File: config.mk
export PLATFORM = sky130hd
export DESIGN_NAME = mips_bus_monitor
export DESIGN_NICKNAME = d
export VERILOG_FILES = /design/src/rtl/mips_bus_monitor_pkg.sv /design/src/rtl/mips_bus_hold_checker.sv /design/src/rtl/mips_bus_monitor.sv
export SDC_FILE = /design/constraint.sdc
export NUM_CORES = 1
export LEC_CHECK = 0
export ABC_CLOCK_PERIOD_IN_PS = 2400
export CORE_UTILIZATION = 53
export CTS_BUF_LIST = sky130_fd_sc_hd__clkbuf_2 sky130_fd_sc_hd__clkbuf_4 sky130_fd_sc_hd__clkbuf_8
export CTS_CLUSTER_SIZE = 20
export DETAILED_ROUTE_END_ITERATION = 6
export PLACE_DENSITY = 0.88
export SKIP_LAST_GASP = 1
export SLEW_MARGIN = 20
export SYNTH_ARGS = -nofsm -noshare
export SYNTH_HDL_FRONTEND = slang
export SYNTH_SLANG_ARGS = --single-unit
export TNS_END_PERCENT = 1
File: constraint.sdc
create_clock -name clk -period 2.4 [get_ports clk]
set_input_delay 0.48 -clock clk [delete_from_list [all_inputs] [get_ports clk]]
set_output_delay 0.48 -clock clk [all_outputs]
set_load 0.01 [all_outputs]
File: src/rtl/mips_bus_monitor_pkg.sv
// Shared types and constants for the mips_cpu_bus run supervisor and protocol checker.
package mips_bus_monitor_pkg;

   typedef enum logic [2:0] {
      ST_IDLE    = 3'd0,
      ST_RUN     = 3'd1,
      ST_DRAIN   = 3'd2,
      ST_DONE    = 3'd3,
      ST_TIMEOUT = 3'd4
   } state_t;

   localparam int unsigned ERR_W     = 4;
   localparam int unsigned ERR_RW    = 0;
   localparam int unsigned ERR_HOLD  = 1;
   localparam int unsigned ERR_BE    = 2;
   localparam int unsigned ERR_ALIGN = 3;

endpackage

File: src/rtl/mips_bus_hold_checker.sv
// Flags a change of request signals while the slave holds waitrequest.
module mips_bus_hold_checker (
   input  logic        clk,
   input  logic        reset,
   input  logic [31:0] address,
   input  logic [3:0]  byteenable,
   input  logic        read,
   input  logic        write,
   input  logic [31:0] writedata,
   input  logic        waitrequest,
   output logic        hold_viol_c
);

   logic        snap_vld;
   logic [31:0] snap_addr;
   logic [3:0]  snap_be;
   logic        snap_rd;
   logic        snap_wr;
   logic [31:0] snap_wd;

   // One-cycle snapshot of the bus, valid only after a stalled request
   always_ff @(posedge clk) begin
      if (reset) begin
         snap_vld  <= 1'b0;
         snap_addr <= 32'd0;
         snap_be   <= 4'd0;
         snap_rd   <= 1'b0;
         snap_wr   <= 1'b0;
         snap_wd   <= 32'd0;
      end else begin
         snap_vld  <= (read | write) & waitrequest;
         snap_addr <= address;
         snap_be   <= byteenable;
         snap_rd   <= read;
         snap_wr   <= write;
         snap_wd   <= writedata;
      end
   end

   // Compare current bus against snapshot; writedata only matters for a held write
   always_comb begin
      hold_viol_c = 1'b0;
      if (snap_vld) begin
         hold_viol_c = (address != snap_addr) || (byteenable != snap_be) ||
                       (read != snap_rd) || (write != snap_wr) ||
                       (snap_wr && (writedata != snap_wd));
      end
   end

endmodule

File: src/rtl/mips_bus_monitor.sv
// Passive run supervisor, transfer statistics and Avalon protocol checker for mips_cpu_bus.
module mips_bus_monitor
   import mips_bus_monitor_pkg::*;
#(
   parameter int unsigned TIMEOUT_CYCLES = 10000,
   parameter int unsigned CNT_W          = 32,
   parameter int unsigned CHECK_ALIGN    = 1
) (
   input  logic             clk,
   input  logic             reset,
   input  logic             cpu_active,
   input  logic             wb_empty,
   input  logic [31:0]      address,
   input  logic [3:0]       byteenable,
   input  logic             read,
   input  logic             write,
   input  logic [31:0]      writedata,
   input  logic             waitrequest,
   output logic [2:0]       state,
   output logic             done,
   output logic             timeout,
   output logic [CNT_W-1:0] cycles,
   output logic [CNT_W-1:0] rd_count,
   output logic [CNT_W-1:0] wr_count,
   output logic [CNT_W-1:0] stall_count,
   output logic [3:0]       err
);

   localparam logic [CNT_W-1:0] CNT_MAX = '1;
   // Wide compare so a budget beyond the counter range is simply never reached
   localparam int unsigned CMP_W = CNT_W + 32;

   state_t          state_q;
   state_t          state_d;
   logic            live_c;
   logic            req_c;
   logic            cyc_en_c;
   logic            budget_hit_c;
   logic            hold_viol_c;
   logic [ERR_W-1:0] err_new_c;

   mips_bus_hold_checker u_hold (
      .clk         (clk),
      .reset       (reset),
      .address     (address),
      .byteenable  (byteenable),
      .read        (read),
      .write       (write),
      .writedata   (writedata),
      .waitrequest (waitrequest),
      .hold_viol_c (hold_viol_c)
   );

   assign state = 3'(state_q);

   // Qualifiers shared by the FSM, counters and checks
   always_comb begin
      live_c       = (state_q != ST_DONE) && (state_q != ST_TIMEOUT);
      req_c        = read | write;
      cyc_en_c     = live_c && cpu_active;
      budget_hit_c = cyc_en_c && (CMP_W'(cycles) == CMP_W'(TIMEOUT_CYCLES));
   end

   // Supervisor state register
   always_ff @(posedge clk) begin
      if (reset) state_q <= ST_IDLE;
      else       state_q <= state_d;
   end

   // Next-state logic; budget expiry overrides every other transition
   always_comb begin
      state_d = state_q;
      case (state_q)
         ST_IDLE:  if (cpu_active) state_d = ST_RUN;
         ST_RUN:   if (!cpu_active) state_d = wb_empty ? ST_DONE : ST_DRAIN;
         ST_DRAIN: begin
            if (cpu_active)    state_d = ST_RUN;
            else if (wb_empty) state_d = ST_DONE;
         end
         default:  state_d = state_q;
      endcase
      if (budget_hit_c) state_d = ST_TIMEOUT;
   end

   // Sticky completion flags track entry into the terminal states
   always_ff @(posedge clk) begin
      if (reset) begin
         done    <= 1'b0;
         timeout <= 1'b0;
      end else begin
         if (state_d == ST_DONE)    done    <= 1'b1;
         if (state_d == ST_TIMEOUT) timeout <= 1'b1;
      end
   end

   // Saturating statistics counters, frozen once a terminal state is reached
   always_ff @(posedge clk) begin
      if (reset) begin
         cycles      <= '0;
         rd_count    <= '0;
         wr_count    <= '0;
         stall_count <= '0;
      end else if (live_c) begin
         if (cyc_en_c && (cycles != CNT_MAX))
            cycles <= cycles + CNT_W'(1);
         if (read && !waitrequest && (rd_count != CNT_MAX))
            rd_count <= rd_count + CNT_W'(1);
         if (write && !waitrequest && (wr_count != CNT_MAX))
            wr_count <= wr_count + CNT_W'(1);
         if (req_c && waitrequest && (stall_count != CNT_MAX))
            stall_count <= stall_count + CNT_W'(1);
      end
   end

   // Per-cycle protocol violations
   always_comb begin
      err_new_c            = '0;
      err_new_c[ERR_RW]    = read & write;
      err_new_c[ERR_HOLD]  = hold_viol_c;
      err_new_c[ERR_BE]    = req_c && (byteenable == 4'd0);
      err_new_c[ERR_ALIGN] = (CHECK_ALIGN != 0) && req_c && (address[1:0] != 2'd0);
   end

   // Sticky error flags, only accumulated outside terminal states
   always_ff @(posedge clk) begin
      if (reset)       err <= '0;
      else if (live_c) err <= err | err_new_c;
   end

endmodule

==> flow_summary.ini, run 1 <==
[layout]
antenna_cells = 0
syn_to_final_growth_pct = 36.76
drive_gt1_frac = 0.1370
nets = 1491

[sta]
rsz0062_at_grt = yes
fin_crit_ps = 2345
worstMarginPinSlew_ps = 684.2
finalSetupTns_ps = 0
setup_slack_ps = 55.25
period_share = 0.9770
setup_viol = 0
fmax_ghz = 0.4265
skew_ps = 20.10
slew_violations = 0
maxSlewHeadroom = 0.5419
hold_viol = 0

[critical_path]
crit_top_cell = or4_1
cpLargestDelayFamily = simple AND/OR/NAND/NOR gates
worst-path-max-fanout = 6
crit_slowest_cell = or4_1
r2r_cells = 5
path_cells = nand4_4 > or4_4 > or4_1 > or4_1 > a21oi_1
endpoint_kind = flip-flop
critical_path_arrival_ps = 2790
rr_endpoint = stall_count[29]
rr_startpoint = stall_count[6]
cp-start-kind = flip-flop
path_buf_inv = 0
crit_type = flip-flop to flip-flop
rrSetupSlack_ps = 60
slowest_delay_ps = 570
cp_data_required_time_ps = 2850

[yosys]
yosysTopAreaCell = dfxtp_1
yosys-top-cells-area = dfxtp_1 (42%), nor2b_1 (5.8%), xnor2_1 (4.2%)
syn_area_um2 = 9854
synth_top_cell_area_share = 0.4225
syn_area_per_cell_um2 = 8.760
synthesis.nets = 1205
synth.distinct_cells = 54
synth-async-reset-ratio = 0
syn_inst = 1125
synth-edff-count = 0
ys_warn_count = 0
ys_seq_area_frac = 0.4225
synth_ff_type = dfxtp_1
synth-seq-cells = 208

[place]
gp_congestion = 0.9160
dpl.hpwl_um = 19840
place_ws_ps = -180.6
io_buffers = 211

[clock_tree]
postCtsSetupBuffers = 0
clock_latency_ps = 520
htree_levels = 2
root_buffer = clkbuf_8
clockBufferDepth = 3
cts_buffers = 36
cts_tree = done
cts_sinks = 208
clkTransAtPathRegs_ps = 60

[drt]
drc_errors = 24
dr.pass1.iters = 7
ant_nets = 0
vias = 9767
routed_wl_um = 27650
initialDrtViolationCount = 567
viasPerCell = 5.884
post_drt_wl_per_cell_um = 16.65

[floorplanning]
die_area_um2 = 19140
coreArea_um2 = 18090
row_count = 49
fp.dieW_um = 138.4
start_util = 0.5449
boundaryPins = 212
fp.dieH_um = 138.4

[power_and_ir_drop]
p_per_area_nw_per_um2 = 537.8
pwr-share-comb = 0.077
sw_frac_of_total = 0.2313
seq_power_share = 0.495
p_leak_nw = 4.681
peakVddDrop_mv = 0.3391
p_clk_frac = 0.428
p_int_w = 0.005571
p_sw_w = 0.001677

[outcome]
violations = design-rule violations
outcome = finished with violations

[global_routing]
met3_usage = 0.04815
use_met1 = 0.3482
busiest_layer = met2
grt_pass1_vias = 9555
grt_max_degree = 72
overflow = 0
grt_use_met2 = 0.5065
antenna_found_initial = 0
grt_pass1_wl_um = 46110
grt.total_usage = 0.2889

[flow_run]
max_cap_viol_count = 0

[min_path]
min_from = reset
min_path_cells = 2
hp-class = input pin to flip-flop
min_to = rd_count[21]
[sequential cells by signal (all words and copies together) (netlist names), 3 cells and up]
signal,cells
cycles,32
err,4
rd_count,32
stall_count,32
state,3
u_hold.snap_addr,32
u_hold.snap_be,4
u_hold.snap_wd,32
wr_count,32
[worst register-to-register path, stage by stage, from the launching register on]
cell     delay [ps]
dfxtp_1         440
nand4_4         130
or4_4           540
or4_1           580
or4_1           440
a21oi_1         170
[power groups by stage]
stage | clock, W | sequential (W) | combinational [W]
5_1_grt | 0.00333 | 0.00359 | 0.000602
3_3_place_gp | 0 | 0.00366 | 0.000535
4_1_cts | 0.00316 | 0.00359 | 0.000559
2_1_floorplan | 0 | 0.00366 | 0.000263
6_report | 0.00310 | 0.00359 | 0.000558
3_5_place_dp | 0 | 0.00366 | 0.000554
[cells by family (layout without fill, tap and decap cells)]
family / after synthesis / after routing / share of synthesized area
flops: 208 / 208 / 0.4225
simple gates: 522 / 522 / 0.3128
mux: 24 / 24 / 0.02692
xor+xnor: 89 / 89 / 0.07910
compound gates: 194 / 194 / 0.1196
buf+inv: 83 / 389 / 0.03263
fa+ha+maj: 5 / 5 / 0.006348
[repair_timing]
action | CTS | global route
hold buffers | 0 | 0
gates resized for setup | 0 | 3
endpoints found under the setup margin | 0 | 11
endpoints found under the hold margin | 0 | 0
[metrics by stage]
stage                       util  cell area, um2  hold slack (ps)  std cells  total power, W
final                     0.7451           13480            364.9       1660        0.007248
after global routing      0.7451           13480            369.3       1660        0.007528
after CTS                 0.7448           13470            330.0       1660        0.007303
after detailed placement  0.7072           12790            458.6       1602        0.004213
after global placement    0.7072           12790            452.9       1602        0.004191
after floorplan                -            9854            469.6       1125        0.003919
[layout by cell type, fill, tap and decap left out, types with 18 or more instances in the layout]
master / netlist / routed
a21oi_1: 81 / 81
and3_1: 18 / 18
buf_4: 1 / 93
clkbuf_8: 0 / 40
clkdlybuf4s50_1: 0 / 210
dfxtp_1: 208 / 207
inv_1: 24 / 24
mux2_2: 20 / 20
nand2_1: 44 / 44
nand3_1: 51 / 51
nand4_1: 55 / 55
nor2_1: 66 / 66
nor2b_1: 92 / 92
nor3_1: 18 / 18
nor4_1: 42 / 42
o21ai_0: 39 / 39
o31ai_1: 44 / 44
or3_1: 37 / 37
or4_1: 50 / 49
xnor2_1: 47 / 47
xor2_1: 42 / 42
[per-layer routing]
| layer | vias up | share of wire |
|---|---|---|
| li1 | 4731 | - |
| met5 | - | 0 |
| met4 | 0 | 0.038 |
| met3 | 78 | 0.056 |
| met1 | 4628 | 0.41 |
| met2 | 330 | 0.49 |
[worst max path at each step]
stage                   startpoint  slack [ps]              end  cells past startpoint
floorplan           stall_count[3]         120  stall_count[27]                      5
global placement       address[23]        -190           err[1]                      7
detailed placement           write        -180     wr_count[24]                      7
CTS                 stall_count[4]          40  stall_count[29]                      5
global route           rd_count[5]         -80     rd_count[31]                      5
finish              stall_count[6]          60  stall_count[29]                      5
[cell type report]
| class | count | area (um2) |
|---|---|---|
| Inverter | 24 | 90.09 |
| Fill cell | 1309 | 4609 |
| Clock buffer | 54 | 655.6 |
| Timing Repair Buffer | 307 | 2872 |
| Tap cell | 229 | 286.5 |
| Clock inverter | 4 | 25.02 |
| Sequential cell | 208 | 4165 |
| Multi-Input combinational cell | 834 | 5383 |
[Yosys cell counts, types with 6 or more instances]
master,count
nand3_1,51
xor2_1,42
clkbuf_1,50
or4_1,50
o21ai_0,39
or2_2,6
o31ai_1,44
and4_1,13
a21oi_1,81
inv_1,24
mux2_2,20
xnor2_1,47
and3_1,18
nor2_1,66
dfxtp_1,208
nor3_1,18
nand4_1,55
nor4_1,42
or3_1,37
nor2b_1,92
nand2_1,44
Note: power is estimated with default switching activity, not from simulation.
==> inputs of run 2 (changes only) <==
SKIP_CTS_REPAIR_TIMING = 1   (was unset)
==> results of run 2 <==
Final layout, timing and power as in run 1 (identical DEF).
==> inputs of run 3 (changes only) <==
REMOVE_ABC_BUFFERS = 1   (was unset)
==> run 3 against run 2 <==
Against the previous run:
- critical path depth unchanged
- global-route usage down 0.40 points
- clock power up 12%
- sequential cell count unchanged
- core utilization up 0.44 points
- the flow still finishes with violations (design-rule violations)
- setup slack better by 26 ps
- cell area up 0.58%
- combinational power up 2%
- die area unchanged
- register-to-register slack better by 30 ps
- first-iteration DRC count up 23%
==> flow_summary.ini, run 3 (synthesized netlist as in run 1, its figures left out) <==
[sta]
setup_viol = 0
maxSlewHeadroom = 0.5165
worstMarginPinSlew_ps = 722.0
period_share = 0.9663
fmax_ghz = 0.4312
hold_viol = 0
setup_slack_ps = 80.95
fin_crit_ps = 2319
rsz0062_at_grt = yes
slew_violations = 0
skew_ps = 23.88

[floorplanning]
fp.dieW_um = 138.4
die_area_um2 = 19140
fp.dieH_um = 138.4
start_util = 0.5449
coreArea_um2 = 18090
row_count = 49
boundaryPins = 212

[drt]
routed_wl_um = 27550
post_drt_wl_per_cell_um = 16.58
ant_nets = 0
drc_errors = 25
viasPerCell = 5.913
dr.pass1.iters = 7
initialDrtViolationCount = 699
vias = 9828

[global_routing]
overflow = 0
grt_pass1_wl_um = 45540
antenna_found_initial = 0
grt.total_usage = 0.2848
grt_pass1_vias = 9378
grt_max_degree = 46

[layout]
stdcell_area_um2 = 13560
nets = 1487
final_common_cell = clkdlybuf4s50_1
antenna_cells = 0
drive_gt1_frac = 0.1375
syn_to_final_growth_pct = 37.56
final_cell_mix = clkdlybuf4s50_1 (210), dfxtp_1 (208), nor2b_1 (92)
fin_cells = 1662

[critical_path]
cp_data_required_time_ps = 2820
crit_type = flip-flop to flip-flop
worst-path-max-fanout = 6
cp-start-kind = flip-flop
critical_path_arrival_ps = 2740
endpoint_kind = flip-flop

[clock_tree]
root_buffer = clkbuf_8
clock_latency_ps = 520
clockBufferDepth = 3
cts_buffers = 36
htree_levels = 2
cts_sinks = 208
cts_tree = done
clkTransAtPathRegs_ps = 60

[place]
dp_cells = 1598
place_ws_ps = -185.2
place_area_um2 = 12760
io_buffers = 211
gp_congestion = 0.8636
dpl.hpwl_um = 19300

[power_and_ir_drop]
peakVddDrop_mv = 0.4551
p_per_area_nw_per_um2 = 562.9
p_leak_nw = 4.708

[flow_run]
max_cap_viol_count = 0

[min_path]
hp-class = input pin to flip-flop

[outcome]
violations = design-rule violations
outcome = finished with violations
[run 3: cell types whose count changed in the layout (fill, tap and decap cells not counted), sizes merged]
cell	previous run	this run
buf	97	93
clkbuf	54	61
clkinv	2	1
[run 3: layout make-up]
cell class / instances / area [um2]
multi-input cells: 834 / 5383
fillers: 1269 / 4531
flip-flops and latches: 208 / 4164
repair buffers: 303 / 2841
clock buffers: 61 / 770.7
well taps: 229 / 286.5
inverters: 24 / 90.09
clock inverters: 3 / 20.02
[run 3: routing by layer]
metal	track usage	part of all wire	vias up
met1	0.3483	0.41	4672
met4	0.09817	0.025	0
met2	0.4892	0.49	377
met5	0	0	-
li1	-	-	4716
met3	0.06858	0.078	63
[run 3: worst paths after layout]
| check | from | to | slack [ps] | depth (start not counted) |
|---|---|---|---|---|
| setup / recovery | rd_count[12] | rd_count[31] | 80 | 5 |
| hold / removal | reset | err[0] | 330 | 2 |
| setup reg to reg | rd_count[12] | rd_count[31] | 80 | 5 |
| hold reg to reg | err[0] | err[0] | 470 | 2 |
[run 3: where the power goes]
part	internal [W]	switching, W
clock	0.00202	0.00146
combinational	0.000311	0.000257
sequential	0.00354	0.0000499
total	0.00586	0.00177
[run 3: metrics by stage]
stage | util | hold WS (ps) | power, W | setup TNS, ps
3_5_place_dp | 0.7055 | 460.5 | 0.004223 | -3497
5_1_grt | 0.7495 | 316.9 | 0.007906 | -150.9
2_1_floorplan | - | 463.5 | 0.003867 | -15460
6_report | 0.7495 | 329.6 | 0.007631 | 0
3_3_place_gp | 0.7055 | 436.4 | 0.004196 | -1743
4_1_cts | 0.7492 | 302.1 | 0.007678 | 0
[run 3: critical path: stages, from the launching register on]
cell and delay (ps):
dfxtp_1 460, nand4_1 220, or4_1 650, a2111oi_2 470
nand3_1 130, mux2_2 280
